<file path="src/rtl/exu_lsagu_ctrl_pkg.sv">
// Shared encodings for the EXU load/store AGU requestor.
package exu_lsagu_ctrl_pkg;

  typedef enum logic [1:0] {
    AGU_ST_IDLE = 2'd0,
    AGU_ST_CMD  = 2'd1,
    AGU_ST_RSP  = 2'd2,
    AGU_ST_WB   = 2'd3
  } agu_state_e;

  localparam logic [1:0] AGU_SZ_B = 2'b00;
  localparam logic [1:0] AGU_SZ_H = 2'b01;
  localparam logic [1:0] AGU_SZ_W = 2'b10;

  // Natural-alignment test; the reserved size code is always treated as misaligned.
  function automatic logic agu_misaligned(input logic [1:0] size, input logic [1:0] addr_lo);
    logic mis;
    case (size)
      AGU_SZ_B: mis = 1'b0;
      AGU_SZ_H: mis = addr_lo[0];
      AGU_SZ_W: mis = (addr_lo != 2'b00);
      default:  mis = 1'b1;
    endcase
    return mis;
  endfunction

endpackage

</file>
<file path="src/rtl/exu_lsagu_align.sv">
// Byte-lane steering: store data replication and byte mask, load shift and extension.
// The reserved size code falls through to word handling.
module exu_lsagu_align
  import exu_lsagu_ctrl_pkg::*;
#(
  parameter int XLEN = 32
) (
  input  logic [1:0]      size,
  input  logic [1:0]      addr_lo,
  input  logic            usign,
  input  logic [XLEN-1:0] st_data,
  input  logic [XLEN-1:0] ld_rdata,
  output logic [XLEN-1:0] st_wdata,
  output logic [3:0]      st_wmask,
  output logic [XLEN-1:0] ld_data
);

  logic [XLEN-1:0] ld_shifted;

  // Lane selection per access size; mask bits shifted past lane 3 are dropped.
  always_comb begin
    ld_shifted = ld_rdata >> {addr_lo, 3'b000};
    st_wdata   = st_data;
    st_wmask   = 4'b1111;
    ld_data    = ld_shifted;
    case (size)
      AGU_SZ_B: begin
        st_wdata = {4{st_data[7:0]}};
        st_wmask = 4'b0001 << addr_lo;
        ld_data  = {{24{~usign & ld_shifted[7]}}, ld_shifted[7:0]};
      end
      AGU_SZ_H: begin
        st_wdata = {2{st_data[15:0]}};
        st_wmask = 4'b0011 << addr_lo;
        ld_data  = {{16{~usign & ld_shifted[15]}}, ld_shifted[15:0]};
      end
      default: ;
    endcase
  end

endmodule

</file>
<file path="src/rtl/exu_lsagu_ctrl.sv">
// Load/store requestor on the AGU port of the shared ALU datapath.
// Optional build macro AGU_MISALIGN_CHK_EN: when defined, misaligned accesses
// fault without issuing a bus command; otherwise the raw address is always used.
//
// state | meaning
// IDLE  | ready for a new instruction from dispatch
// CMD   | datapath computes rs1+imm; bus command offered (or misalign fault)
// RSP   | waiting for the bus response
// WB    | result offered to writeback
module exu_lsagu_ctrl
  import exu_lsagu_ctrl_pkg::*;
#(
  parameter int XLEN = 32
) (
  input  logic            clk,
  input  logic            rst_n,
  input  logic            agu_i_valid,
  output logic            agu_i_ready,
  input  logic            agu_i_load,
  input  logic            agu_i_store,
  input  logic [1:0]      agu_i_size,
  input  logic            agu_i_usign,
  input  logic [XLEN-1:0] agu_i_rs1,
  input  logic [XLEN-1:0] agu_i_imm,
  input  logic [XLEN-1:0] agu_i_rs2,
  input  logic [4:0]      agu_i_rdidx,
  output logic            agu_busy,
  output logic            agu_req_alu,
  output logic            agu_req_alu_add,
  output logic [XLEN-1:0] agu_req_alu_op1,
  output logic [XLEN-1:0] agu_req_alu_op2,
  input  logic [XLEN-1:0] agu_req_alu_res,
  output logic            agu_icb_cmd_valid,
  input  logic            agu_icb_cmd_ready,
  output logic [XLEN-1:0] agu_icb_cmd_addr,
  output logic            agu_icb_cmd_read,
  output logic [XLEN-1:0] agu_icb_cmd_wdata,
  output logic [3:0]      agu_icb_cmd_wmask,
  input  logic            agu_icb_rsp_valid,
  output logic            agu_icb_rsp_ready,
  input  logic [XLEN-1:0] agu_icb_rsp_rdata,
  input  logic            agu_icb_rsp_err,
  output logic            agu_o_valid,
  input  logic            agu_o_ready,
  output logic [XLEN-1:0] agu_o_wdat,
  output logic [4:0]      agu_o_rdidx,
  output logic            agu_o_wen,
  output logic            agu_o_err
);

  agu_state_e      state_q, state_d;
  logic            load_q, load_d, store_q, store_d, usign_q, usign_d, err_q, err_d;
  logic [1:0]      size_q, size_d, addr_lo_q, addr_lo_d;
  logic [XLEN-1:0] rs1_q, rs1_d, imm_q, imm_d, rs2_q, rs2_d, rdata_q, rdata_d;
  logic [4:0]      rdidx_q, rdidx_d;

  logic            misalign, in_cmd, in_wb, wb_ok;
  logic [1:0]      align_lo;
  logic [XLEN-1:0] st_wdata, ld_data;
  logic [3:0]      st_wmask;

`ifdef AGU_MISALIGN_CHK_EN
  assign misalign = agu_misaligned(size_q, agu_req_alu_res[1:0]);
`else
  assign misalign = 1'b0;
`endif

  assign in_cmd = (state_q == AGU_ST_CMD);
  assign in_wb  = (state_q == AGU_ST_WB);
  assign wb_ok  = in_wb & load_q & ~err_q;

  // The live sum steers store lanes in CMD; the captured offset steers load lanes in WB.
  assign align_lo = in_cmd ? agu_req_alu_res[1:0] : addr_lo_q;

  exu_lsagu_align #(.XLEN(XLEN)) u_align (
    .size     (size_q),
    .addr_lo  (align_lo),
    .usign    (usign_q),
    .st_data  (rs2_q),
    .ld_rdata (rdata_q),
    .st_wdata (st_wdata),
    .st_wmask (st_wmask),
    .ld_data  (ld_data)
  );

  assign agu_busy          = (state_q != AGU_ST_IDLE);
  assign agu_req_alu_op1   = rs1_q;
  assign agu_req_alu_op2   = imm_q;
  assign agu_icb_cmd_addr  = in_cmd ? agu_req_alu_res : '0;
  assign agu_icb_cmd_read  = in_cmd & ~store_q;
  assign agu_icb_cmd_wdata = in_cmd ? st_wdata : '0;
  assign agu_icb_cmd_wmask = in_cmd ? st_wmask : 4'b0000;
  assign agu_o_wdat        = wb_ok ? ld_data : '0;
  assign agu_o_rdidx       = rdidx_q;
  assign agu_o_wen         = wb_ok;
  assign agu_o_err         = in_wb & err_q;

  // Next-state, handshake outputs and instruction latches.
  always_comb begin
    state_d           = state_q;
    load_d            = load_q;
    store_d           = store_q;
    usign_d           = usign_q;
    err_d             = err_q;
    size_d            = size_q;
    addr_lo_d         = addr_lo_q;
    rs1_d             = rs1_q;
    imm_d             = imm_q;
    rs2_d             = rs2_q;
    rdata_d           = rdata_q;
    rdidx_d           = rdidx_q;
    agu_i_ready       = 1'b0;
    agu_req_alu       = 1'b0;
    agu_req_alu_add   = 1'b0;
    agu_icb_cmd_valid = 1'b0;
    agu_icb_rsp_ready = 1'b0;
    agu_o_valid       = 1'b0;
    case (state_q)
      AGU_ST_IDLE: begin
        agu_i_ready = 1'b1;
        if (agu_i_valid) begin
          load_d  = agu_i_load;
          store_d = agu_i_store;
          usign_d = agu_i_usign;
          size_d  = agu_i_size;
          rs1_d   = agu_i_rs1;
          imm_d   = agu_i_imm;
          rs2_d   = agu_i_rs2;
          rdidx_d = agu_i_rdidx;
          err_d   = 1'b0;
          state_d = AGU_ST_CMD;
        end
      end
      AGU_ST_CMD: begin
        agu_req_alu     = 1'b1;
        agu_req_alu_add = 1'b1;
        if (misalign) begin
          err_d   = 1'b1;
          state_d = AGU_ST_WB;
        end else begin
          agu_icb_cmd_valid = 1'b1;
          if (agu_icb_cmd_ready) begin
            addr_lo_d = agu_req_alu_res[1:0];
            state_d   = AGU_ST_RSP;
          end
        end
      end
      AGU_ST_RSP: begin
        agu_icb_rsp_ready = 1'b1;
        if (agu_icb_rsp_valid) begin
          rdata_d = agu_icb_rsp_rdata;
          err_d   = agu_icb_rsp_err;
          state_d = AGU_ST_WB;
        end
      end
      AGU_ST_WB: begin
        agu_o_valid = 1'b1;
        if (agu_o_ready) state_d = AGU_ST_IDLE;
      end
      default: state_d = AGU_ST_IDLE;
    endcase
  end

  // State and latch registers.
  always_ff @(posedge clk or negedge rst_n) begin
    if (!rst_n) begin
      state_q   <= AGU_ST_IDLE;
      load_q    <= 1'b0;
      store_q   <= 1'b0;
      usign_q   <= 1'b0;
      err_q     <= 1'b0;
      size_q    <= 2'b00;
      addr_lo_q <= 2'b00;
      rs1_q     <= '0;
      imm_q     <= '0;
      rs2_q     <= '0;
      rdata_q   <= '0;
      rdidx_q   <= 5'd0;
    end else begin
      state_q   <= state_d;
      load_q    <= load_d;
      store_q   <= store_d;
      usign_q   <= usign_d;
      err_q     <= err_d;
      size_q    <= size_d;
      addr_lo_q <= addr_lo_d;
      rs1_q     <= rs1_d;
      imm_q     <= imm_d;
      rs2_q     <= rs2_d;
      rdata_q   <= rdata_d;
      rdidx_q   <= rdidx_d;
    end
  end

endmodule
</file>
<file path="config.mk">
export PLATFORM = sky130hd
export DESIGN_NAME = exu_lsagu_ctrl
export DESIGN_NICKNAME = d
export VERILOG_FILES = /design/src/rtl/exu_lsagu_ctrl_pkg.sv /design/src/rtl/exu_lsagu_align.sv /design/src/rtl/exu_lsagu_ctrl.sv
export SDC_FILE = /design/constraint.sdc
export NUM_CORES = 1
export LEC_CHECK = 0
export BUFFER_PORTS_ARGS = -buffer_cell sky130_fd_sc_hd__buf_2
export CAP_MARGIN = 20
export CORE_AREA = 4 4 135 137
export CTS_CLUSTER_SIZE = 30
export DETAILED_ROUTE_END_ITERATION = 8
export DIE_AREA = 0 0 139 141
export GPL_TIMING_DRIVEN = 0
export MAX_ROUTING_LAYER = met4
export PLACE_DENSITY = 0.84
export SLEW_MARGIN = 20
export SYNTH_ARGS = -nofsm -noshare
export SYNTH_HDL_FRONTEND = slang
export SYNTH_SLANG_ARGS = --single-unit
</file>
<file path="constraint.sdc">
create_clock -name clk -period 3.88 [get_ports clk]
set_input_delay 0.194 -clock clk [delete_from_list [all_inputs] [get_ports clk]]
set_output_delay 0.194 -clock clk [all_outputs]
set_load 0.03 [all_outputs]
</file>
* After elaboration in Yosys (flattened, before gate mapping)
Cells that the tools add are included.
** Operators by class
- Reductions and logical operators :: 9
- Equal/unequal tests :: 8
- Div/mod/pow operators :: 0
- Shift-type cells :: 3
- $add $sub $neg :: 0
- Bitwise logic cells :: 9
- Magnitude comparators :: 0
- Multiplexer cells :: 20
- $mul :: 0
** Operator list (number)
- case mux 32 bit (2 select lines) :: 2
- two-way mux 32 bit :: 3
- right shift 32 x 5 -> 32 bit :: 1
- two-way mux 2 bit :: 5
- inequality test 2 bit, second input constant :: 4
- case mux 2 bit (4 select lines) :: 1
- case mux 4 bit (2 select lines) :: 1
- AND 1 bit :: 6
- two-way mux 1 bit :: 6
- AND reduction 2 bit :: 3
- equality test 2 x 1 -> 1 bit, second input constant :: 2
- equality test 2 bit, second input constant :: 2
- logical NOT 2 bit :: 2
- two-way mux 4 bit :: 1
- AND reduction 4 bit :: 1
- nonzero test 2 bit :: 2
- left shift 1 x 2 -> 4 bit, first input constant :: 1
- left shift 2 x 2 -> 4 bit, first input constant :: 1
- inverter 1 bit :: 3
- AND reduction 3 bit :: 1
- case mux 1 bit (2 select lines) :: 1
** Storage, ports and cells
- Memory bits (read-only) :: 0
- Flip-flop bits (word level) :: 143
- Word-level logic and storage cells :: 61
- Bits in writable memories :: 0
- Memories kept :: 0
- Bits in latches :: 0

* Longest topological paths before layout
- Depth after elaboration :: 6
- Gate-level depth with buffers :: 10
- Gate-level depth less buffers :: 7

* Modules after synthesis
Synthesis repeated with hierarchy kept, for this count alone.
** Unflattened totals
- Cell total of the unflattened synthesis :: 623
- Area total of the unflattened synthesis :: 7514.7 µm²
** By module, submodules not included
- exu_lsagu_ctrl :: times used 1, area each 6197.2 µm², cells an instance 441
- exu_lsagu_align :: times used 1, area each 1317.5 µm², cells an instance 182

* Worst setup path before layout
Ideal clock, no wire load.
- Path type :: register -> output
- Start point :: register state_q[1]
- End point :: output agu_o_wdat[16]
- Data required time :: 3686 ps
- Cell stages (with the launch flop) :: 8
- Arrival time :: 2779 ps
- Path slack :: 907 ps
- Cell sequence :: dfrtp_1 > inv_1 > ha_1 > buf_6 > mux2i_2 > buf_4 > nand3_1 > o21ai_0
** Between the ends
- Longest elaborated chain between the ends :: 6
- Elaborated cells between the ends (all ways) :: 10
- Those cells by class :: eq/ne: 2; shift: 1; mux: 3; bitwise: 4
** RTL lines
- start, declared :: line exu_lsagu_ctrl.sv:51 : agu_state_e state_q, state_d;
- start signal, assigned :: line exu_lsagu_ctrl.sv:180 : state_q <= state_d;
- equality test 2 x 1 -> 1 bit :: line exu_lsagu_ctrl.sv:68 : assign in_cmd = (state_q == AGU_ST_CMD);
- two-way mux 2 bit :: line exu_lsagu_ctrl.sv:73 : assign align_lo = in_cmd ? agu_req_alu_res[1:0] : addr_lo_q;
- right shift 32 x 5 -> 32 bit :: line exu_lsagu_align.sv:22 : ld_shifted = ld_rdata >> {addr_lo, 3'b000};
- AND 1 bit, on equally long branches :: line exu_lsagu_align.sv:35, exu_lsagu_align.sv:30
- case mux 32 bit (2 select lines) :: line exu_lsagu_align.sv:26 : case (size)
- two-way mux 32 bit * :: line exu_lsagu_ctrl.sv:93 : assign agu_o_wdat = wb_ok ? ld_data : '0;
- end, declared :: line exu_lsagu_ctrl.sv:45 : output logic [XLEN-1:0] agu_o_wdat,
Every way passes the cells marked *; elsewhere a longest branch is shown, timed or not.

* Worst setup path in the final report
- Start point :: register state_q[1]
- End point :: output agu_o_wdat[24]
Same word-level chain as after synthesis.

==> results.json <==
{
  "fillers": 1329,
  "die_h_um": 141,
  "grt_pass1_vias": 7054,
  "cts.clk_slew.worst_paths_ns": 0.08,
  "root_buffer": "clkbuf_16",
  "synth_nets": 775,
  "coreArea_um2": 17100,
  "ioPinCount": 356,
  "htree_levels": 4,
  "r2r_setup_slack_ns": 1.26,
  "seq_area_um2": 3580,
  "setup_viol": 0,
  "cts_setup_buffers": 0,
  "final_cells": 1277,
  "finalHoldViolCount": 0,
  "crit_path_start_kind": "flop",
  "syn2layout_area_growth_pct": 48.6,
  "fin_area_um2": 10400,
  "worstMarginPinSlew_ns": 0.915,
  "drtIter0Drc": 245,
  "clockBufferDepth": 2,
  "synth_ff_type": "dfrtp_1",
  "grt_pass1_wl_mm": 39.4,
  "synth_common_cells": "dfrtp_1 (143), mux2_2 (140), nand2_1 (60), and2_1 (41), nor2_1 (35)",
  "cp.required_ns": 3.69,
  "cts_tree": "done",
  "min_to": "agu_req_alu_op2[20]",
  "grt.overflow.total": 0,
  "ys_seq_elements": 143,
  "yosys-top-cells-area": "dfrtp_1 (51%), mux2_2 (23%), mux2i_1 (4.7%), and2_1 (3.7%), nand2_1 (3.2%)",
  "period_needed_ns": 3.44,
  "max_freq_mhz": 291,
  "placed_area_um2": 9080,
  "ant_nets": 0,
  "dieArea_um2": 19600,
  "synth.most_common_cell": "dfrtp_1",
  "critPathLaunch": "state_q[1]",
  "async_flop_share_pct": 100,
  "drv_cap": 0,
  "maxSlewViolCount": 0,
  "rows": 48,
  "relSlewSlack_pct": 39.0,
  "cts_buffers": 17,
  "drt_pass1_iterations": 5,
  "final.setup.worst_slack_ns": 0.441,
  "ir_drop_uv": 587,
  "antenna-diode-count": 0,
  "routed_wl_mm": 26.1,
  "io_buffers": 353,
  "rsz0062_at_grt": "false",
  "antenna_found_initial": 0,
  "dp_slack_ns": 0.923,
  "status": "completed",
  "finClkSkew_ns": 0.0204,
  "drive_gt1_share_pct": 52.1,
  "crit_arrival_ns": 3.24,
  "crit_fanout": 10,
  "clock_latency_ns": 0.43,
  "netlist_instances": 594,
  "place_congestion": 0.927,
  "dpl.hpwl_mm": 18.7,
  "post_cts_resized": 0,
  "dp.cells": 1173,
  "dieWidth_um": 139,
  "synth_top_area_cell": "dfrtp_1",
  "r2r_end": "rs2_q[26]",
  "grt_max_degree": 77,
  "r2r_cells": 6,
  "finalSetupTns_ns": 0,
  "post-route-period-util_pct": 88.6,
  "hold_start": "agu_i_imm[20]",
  "min_path_type": "primary input to flop",
  "synth.distinct_cells": 38,
  "cts_sinks": 143,
  "vias": 6567,
  "end_kind": "output port",
  "synth_top_cell_area_share_pct": 51.2,
  "groute.usage.overall_pct": 26.8,
  "worstHoldPathCells": 2,
  "ys_seq_area_share_pct": 51.2,
  "r2r_start": "state_q[0]",
  "vias_per_cell": 5.14,
  "initial_core_util_pct": 41.0,
  "synth_edf_count": 0,
  "yosysWarnings": 0,
  "worstSetupPathType": "flop to output port",
  "multi_input_area_um2": 3200,
  "post_drt_wl_per_cell_um": 20.4,
  "fin_util_pct": 60.9,
  "p_per_area_nw_per_um2": 939,
  "p_leak_nw": 5.28,
  "avgSynthCellArea_um2": 11.8,
  "drc": 0,
  "syn_area_um2": 6990,
  "nets": 1220
}
[registers in the layout, summed over array words and instances (netlist names), 2 cells and up]
register	flops
agu_req_alu_op1	32
agu_req_alu_op2	32
rdata_q	32
rs2_q	32
agu_o_rdidx	5
addr_lo_q	2
size_q	2
state_q	2
[final cells by class]
type / count / area share (%)
repair buffers: 426 / 24.3
clock inverters: 15 / 1.62
plain buffers: 39 / 1.77
well taps: 225 / 2.71
multi-input cells: 404 / 30.8
flip-flops and latches: 143 / 34.4
inverters: 8 / 0.289
clock buffers: 17 / 4.09
[worst max-delay path, stage by stage, from the launching register on]
cell and delay, ns:
dfrtp_1 0.39, inv_1 0.11, ha_1 0.23, buf_6 0.19
mux2i_2 0.70, nand2_1 0.19, nor3_2 0.54, nand2_1 0.17
nand2_1 0.10, buf_2 0.19
[cells in the final DEF, fill, tap and decap left out, drive strengths merged]
| master | instances |
|---|---|
| nand2b | 1 |
| and3 | 7 |
| clkbuf | 34 |
| dlygate4sd3 | 72 |
| mux2i | 36 |
| o22ai | 1 |
| nand3b | 1 |
| mux2 | 142 |
| ha | 4 |
| nor2 | 35 |
| clkinvlp | 1 |
| nand3 | 4 |
| and2 | 41 |
| nand4 | 1 |
| a22oi | 1 |
| nor3 | 2 |
| dfrtp | 143 |
| o31ai | 1 |
| nand2 | 62 |
| nor4 | 2 |
| o21bai | 1 |
| or2 | 1 |
| a21oi | 28 |
| o21a | 1 |
| buf | 376 |
| o21ai | 14 |
| clkinv | 5 |
| inv | 17 |
| nor2b | 2 |
| a211oi | 7 |
| o2bb2ai | 8 |
| a31oi | 1 |
[stage by stage]
| stage | hold slack (ns) | power, mW |
|---|---|---|
| after floorplan | -0.102 | 6.36 |
| after global routing | 0.00135 | 10.3 |
| final | 0.0105 | 9.76 |
| after global placement | 0.424 | 7.86 |
| after detailed placement | 0.193 | 8.02 |
| after CTS | 0.000117 | 9.72 |
[cell families (layout without fill, tap and decap cells)]
kind of cell | count (synthesis) | after routing | share of synthesized area (%)
compound gates | 63 | 63 | 5.72
fa+ha+maj | 4 | 4 | 0.716
simple gates | 159 | 159 | 10.8
flops | 143 | 143 | 51.2
mux | 178 | 178 | 28.5
buf+inv | 47 | 505 | 3.06
[how the worst max path moves through the flow]
stage,slack [ns],endpoint
detailed placement,0.92,agu_o_wdat[26]
CTS,0.48,agu_o_wdat[26]
global placement,0.55,rdata_q[14]
floorplan,0.91,agu_o_wdat[16]
global route,0.22,agu_o_wdat[24]
finish,0.44,agu_o_wdat[24]
[what timing repair did]
| action | CTS | global route |
|---|---|---|
| endpoints found under the hold margin | 135 | 3 |
| hold buffers | 69 | 3 |
| setup endpoints to repair | 0 | 0 |
[report_power, final]
group,internal (mW),switching [mW],total (mW),leakage [nW]
Clock,0.869,0.765,1.63,0.289
Sequential,2.26,0.553,2.82,1.69
Combinational,1.96,3.35,5.31,3.30
Total,5.09,4.67,9.76,5.28
[metal layers]
metal | share of wire, % | vias to the layer above | GRT usage (%)
met2 | 53 | 353 | 48.0
met5 | 0 | - | -
met1 | 36 | 3210 | 28.3
met4 | 3.5 | 0 | 9.94
li1 | - | 2950 | -
met3 | 8.0 | 54 | 7.50
Note: power is estimated with default switching activity, not from simulation.
